<file path="src/rtl/egress_pkg.sv">
// egress_pkg: shared types and sizing helpers for the egress arbiter.
package egress_pkg;
  typedef enum logic {ST_IDLE, ST_LOCKED} state_t;
  localparam int NUM_PORTS_DEF = 4;
  function automatic int port_w(input int n);
    return n > 1 ? $clog2(n) : 1;
  endfunction
endpackage

</file>
<file path="src/rtl/egress_rr_pick.sv">
// egress_rr_pick: combinational rotating-priority picker, first set request at or after ptr.
module egress_rr_pick
  import egress_pkg::*;
#(
  parameter int N  = NUM_PORTS_DEF,
  parameter int PW = port_w(N)
) (
  input  logic [N-1:0]  req,
  input  logic [PW-1:0] ptr,
  output logic          any,
  output logic [PW-1:0] winner
);
  function automatic logic [PW-1:0] wrap_add(input logic [PW-1:0] p, input int k);
    int s;
    s = int'(p) + k;
    return PW'(s >= N ? s - N : s);
  endfunction
  always_comb begin
    any = |req;
    winner = '0;
    for (int k = N - 1; k >= 0; k--)
      if (req[wrap_add(ptr, k)]) winner = wrap_add(ptr, k);
  end
endmodule

</file>
<file path="src/rtl/egress_arbiter.sv">
// egress_arbiter: packet-locked round-robin arbiter feeding one registered egress stream.
module egress_arbiter
  import egress_pkg::*;
#(
  parameter int WIDTH     = 128,
  parameter int NUM_PORTS = NUM_PORTS_DEF,
  localparam int PW       = port_w(NUM_PORTS)
) (
  input  logic                       clk,
  input  logic                       reset,
  input  logic [NUM_PORTS-1:0]       req_valid,
  input  logic [NUM_PORTS*WIDTH-1:0] req_data,
  input  logic [NUM_PORTS-1:0]       req_last,
  output logic [NUM_PORTS-1:0]       req_ready,
  output logic                       out_valid,
  output logic [WIDTH-1:0]           out_data,
  output logic                       out_last,
  output logic [PW-1:0]              out_port,
  input  logic                       out_ready,
  output logic                       busy
);
  state_t state, state_nx;
  logic [PW-1:0] owner, owner_nx, rr_ptr, rr_nx, winner, gnt;
  logic any, slot_free, xfer;
  function automatic logic [PW-1:0] next_port(input logic [PW-1:0] p);
    return p == PW'(NUM_PORTS - 1) ? '0 : p + 1'b1;
  endfunction
  egress_rr_pick #(.N(NUM_PORTS), .PW(PW)) u_pick (
    .req(req_valid),
    .ptr(rr_ptr),
    .any(any),
    .winner(winner)
  );
  always_comb begin
    slot_free = !out_valid || out_ready;
    gnt = state == ST_LOCKED ? owner : winner;
    req_ready = '0;
    if (!reset && slot_free && (state == ST_LOCKED || any)) req_ready[gnt] = 1'b1;
    xfer = req_valid[gnt] && req_ready[gnt];
    state_nx = state;
    owner_nx = owner;
    rr_nx = rr_ptr;
    if (xfer) begin
      state_nx = req_last[gnt] ? ST_IDLE : ST_LOCKED;
      owner_nx = gnt;
      rr_nx = req_last[gnt] ? next_port(gnt) : rr_ptr;
    end
  end
  always_ff @(posedge clk) begin
    if (reset) begin
      state <= ST_IDLE;
      owner <= '0;
      rr_ptr <= '0;
      out_valid <= 1'b0;
      out_data <= '0;
      out_last <= 1'b0;
      out_port <= '0;
    end else begin
      state <= state_nx;
      owner <= owner_nx;
      rr_ptr <= rr_nx;
      if (xfer) begin
        out_valid <= 1'b1;
        out_data <= req_data[int'(gnt)*WIDTH +: WIDTH];
        out_last <= req_last[gnt];
        out_port <= gnt;
      end else if (out_ready) begin
        out_valid <= 1'b0;
      end
    end
  end
  assign busy = state == ST_LOCKED;
endmodule

</file>
<file path="config.mk">
export PLATFORM = sky130hd
export DESIGN_NAME = egress_arbiter
export DESIGN_NICKNAME = d
export VERILOG_FILES = /design/src/rtl/egress_pkg.sv /design/src/rtl/egress_rr_pick.sv /design/src/rtl/egress_arbiter.sv
export SDC_FILE = /design/constraint.sdc
export NUM_CORES = 1
export LEC_CHECK = 0
export CAP_MARGIN = 0
export CORE_AREA = 2 2 259 261
export DETAILED_ROUTE_END_ITERATION = 7
export DIE_AREA = 0 0 261 263
export GPL_ROUTABILITY_DRIVEN = 0
export GPL_TIMING_DRIVEN = 0
export PLACE_DENSITY = 0.49
export SLEW_MARGIN = 20
export SYNTH_ARGS = -nofsm -noshare
export SYNTH_HDL_FRONTEND = slang
export SYNTH_SLANG_ARGS = --single-unit
</file>
<file path="constraint.sdc">
create_clock -name clk -period 7.45 [get_ports clk]
set_clock_uncertainty 0.1 [all_clocks]
set_input_delay 1.1175 -clock clk [delete_from_list [all_inputs] [get_ports clk]]
set_output_delay 1.1175 -clock clk [all_outputs]
set_load 0.03 [all_outputs]
</file>
==> results.md <==
* Final max-slew violation count at 0
* Avg Inst Size Synth at 7.58 um2
* Dpl cells at 2718
* Outcome: finished clean
* Critical Path AT at 4480 ps
* Maximum clock path buffer count at 2
* # Max-Cap Violations at 0
* Leakage at 6.41 nW
* Vias per inst at 3.98
* Post-CTS setup buffers at 0
* Clock power frac at around 18%
* Setup violators final at 0
* Min Tclk post-route at 5700 ps
* Net switching power at roughly 0.0023 W
* Synth area leaders: dfxtp_1 (30%), mux2i_1 (28%), nand2_1 (16%)
* Setup TNS at 0 ps
* Comb pwr share at 61.0%
* Hold_buf cts at 0
* Detailed Route WL at just over 50 mm
* First-pass GRT wire length at 71.7 mm
* Grt ovf at 0
* Final instance area at 0.0173 mm2
* Fmax at 0.176 GHz
* DRC at 0
* Initial drt markers at 510
* FP Rows at 94
* Worst-margin pin slew at 893 ps
* Clock slew at reported path FFs at roughly 60 ps
* Non-Filler Instances at 2751
* Startpoint class of the critical path: primary input
* Peak VDD IR at 0.163 mV
* Critical R2R Launch: rr_ptr[1]$_SDFFE_PP0P_
* GRT Total Usage at 14.2%
* Min-delay worst type: flop to flop
* Die Wd at approximately 260 um
* Final Hold Viols at 0
* Unique masters post-synth at 38
* CTS buffer count at 17
* DR vias at 11000
* # IOs at 660
* Crit-path cells: clkdlybuf4s50_1 > nand2b_1 > a21oi_1 > o21ba_1 > o21a_1 > buf_2 > clkbuf_2 > buf_2 > and3_1 > clkdlybuf4s50_1
* DPL Wire Length at 42.2 mm
* Cell Pwr Density at roughly 290 mW/mm2
* Post-route ant nets at 0
* Post-Syn Nets at approximately 1700
* Slew Limit Headroom at 40.5%
* Initial antenna violation count at 4
* Nets@finish at 2397
* Clock Latency Late Sink at approximately 470 ps
* Hold path startpoint: out_data[84]$_SDFFE_PP0P_
* Internal at 0.00270 W
* Vias in the first global route at 11100
* Crit Path Max Fanout at 10
* Largest stage delay on the critical path at roughly 710 ps
* Worst path required time at 6230 ps
* H-tree depth at 4
* CP startpoint: req_valid[0]
* Synthesis-stage register bit count at 135
* Share of layout cells above drive strength 1 at 5.31%
* Reg power frac at 20.6%
* Register area share after synthesis at around 30%
* Die area at 0.0686 mm2
* Largest net degree at the start of global routing at 17
* Synthesized area at 0.00906 mm2
* Cts repair resizes at 0
* CP Class: primary input to output pin
* Tcrit/Tclk final at 76.5%
* Layout area overhead at 91.4%
* Synthesized instance count at 1196
* Area post-placement at 0.0167 mm2
* Initial core utilization at 13.8%
* CP max stage cell: clkdlybuf4s50_1
* CTS tree: yes
* Iteration count of the initial detailed-routing pass at 5
* RSZ-0062 raised after global routing: no
* Drt wl/cell at 18.5 um
* Final hold slack at 352 ps
* Die Ht at 263 um
* Clock root cell: clkbuf_16
* Yosys top cell area share at 29.8%
* Count of warnings emitted by yosys at 0
* TritonCTS Sinks at about 140
* Core area at 0.0656 mm2
* Largest area contributor in the netlist: dfxtp_1
* CP endpoint kind: output pin
* Port Buffer Count at about 660
* Sw Ratio at 45.4%
-- layout by cell type (no fill, tap or decap), types with 2 or more instances in the layout --
cell type,count
bufinv_16,3
clkbuf_2,2
o21a_1,2
o211ai_1,2
inv_1,3
nor2_1,6
clkbuf_16,17
dfxtp_1,135
inv_2,2
clkinvlp_4,3
and2_1,2
nor3_1,2
inv_6,4
nand3b_1,2
mux2i_1,257
o21ai_0,2
buf_2,19
clkdlybuf4s50_1,658
nand2b_1,8
nand2_1,388
a21oi_1,137
a211oi_1,3
clkbuf_1,40
buf_4,13
clkinv_4,2
buf_6,24
nand3_1,129
diode_2,2
-- registers in the layout, summed over array words and instances (netlist names) --
register	count
out_data	128
out_valid	1
owner	2
out_last	1
rr_ptr	2
busy	1
-- cell families (layout without fill, tap and decap cells) --
group,after synthesis,after routing,share of synthesized area (%)
buffers and inverters,106,795,7.35
adders and majority gates,1,1,0.138
muxes,259,259,28.7
DFF,135,135,29.8
and+or+nand+nor,539,539,24.6
AOI/OAI and AO/OA,156,156,9.46
other,0,2,0
-- path summary, 6_finish.rpt --
kind | to | depth (start not counted) | slack [ps]
setup / recovery | req_ready[3] | 10 | 1750
hold / removal | out_data[84]$_SDFFE_PP0P_ | 2 | 350
setup reg to reg | out_data[55]$_SDFFE_PP0P_ | 15 | 3570
hold reg to reg | out_data[84]$_SDFFE_PP0P_ | 2 | 350
-- worst max-delay path: cells and delay by family --
family                 cells  cell delay [ps]
AND/OR/NAND/NOR            2              420
buffers and inverters      5             2490
AO/OA/AOI/OAI              3              420
-- power groups by stage --
| stage | clock, W | sequential [W] | combinational [W] |
|---|---|---|---|
| 3_3_place_gp | 0 | 0.00103 | 0.00307 |
| 3_5_place_dp | 0 | 0.00104 | 0.00307 |
| 5_1_grt | 0.000972 | 0.00104 | 0.00328 |
| 6_report | 0.000912 | 0.00102 | 0.00302 |
| 4_1_cts | 0.000948 | 0.00102 | 0.00308 |
| 2_1_floorplan | 0 | 0.00137 | 0.00146 |
-- per-stage QoR --
step / total power, W / util [%] / worst slack, ps
after floorplan: 0.00283 / - / 3560
after global placement: 0.00409 / 25.5 / 1120
after detailed placement: 0.00411 / 25.5 / 1690
after CTS: 0.00505 / 26.4 / 1680
after global routing: 0.00530 / 26.4 / 1550
final: 0.00495 / 26.4 / 1750
-- Yosys cell counts (all sizes together) --
cell	count
clkbuf	43
nor2	6
nand3b	2
mux2i	257
ha	1
a211oi	3
a21bo	1
o211ai	3
inv	5
and3	1
nand3	129
o21ba	1
buf	58
nand2b	8
and2	2
nor2b	1
a21oi	137
dfxtp	135
o21bai	1
o211a	1
mux2	2
nand2	388
o311a	1
nor3	2
o21a	2
o21ai	3
a31o	1
a31oi	2
-- layout make-up --
type,instances,area [um2]
repair buffers,658,6590
plain buffers,101,649
clock buffers,18,439
fillers,7072,48300
flip-flops and latches,135,2700
inverters,5,18.8
well taps,864,1080
clock inverters,13,170
diodes,2,5.00
multi-input cells,955,5690
-- routing by layer --
layer  GRT usage [%]  vias to the layer above  part of all wire (%)  wire length (um)
met5               0                        -                 0.026                13
met3            3.66                       48                   7.5              3820
met2            25.6                      451                    50             25700
met1            16.2                     5015                    40             20300
li1                -                     5437                     -                 -
met4            4.82                        2                   2.3              1170
No activity file was read; power rests on OpenSTA's default activity.
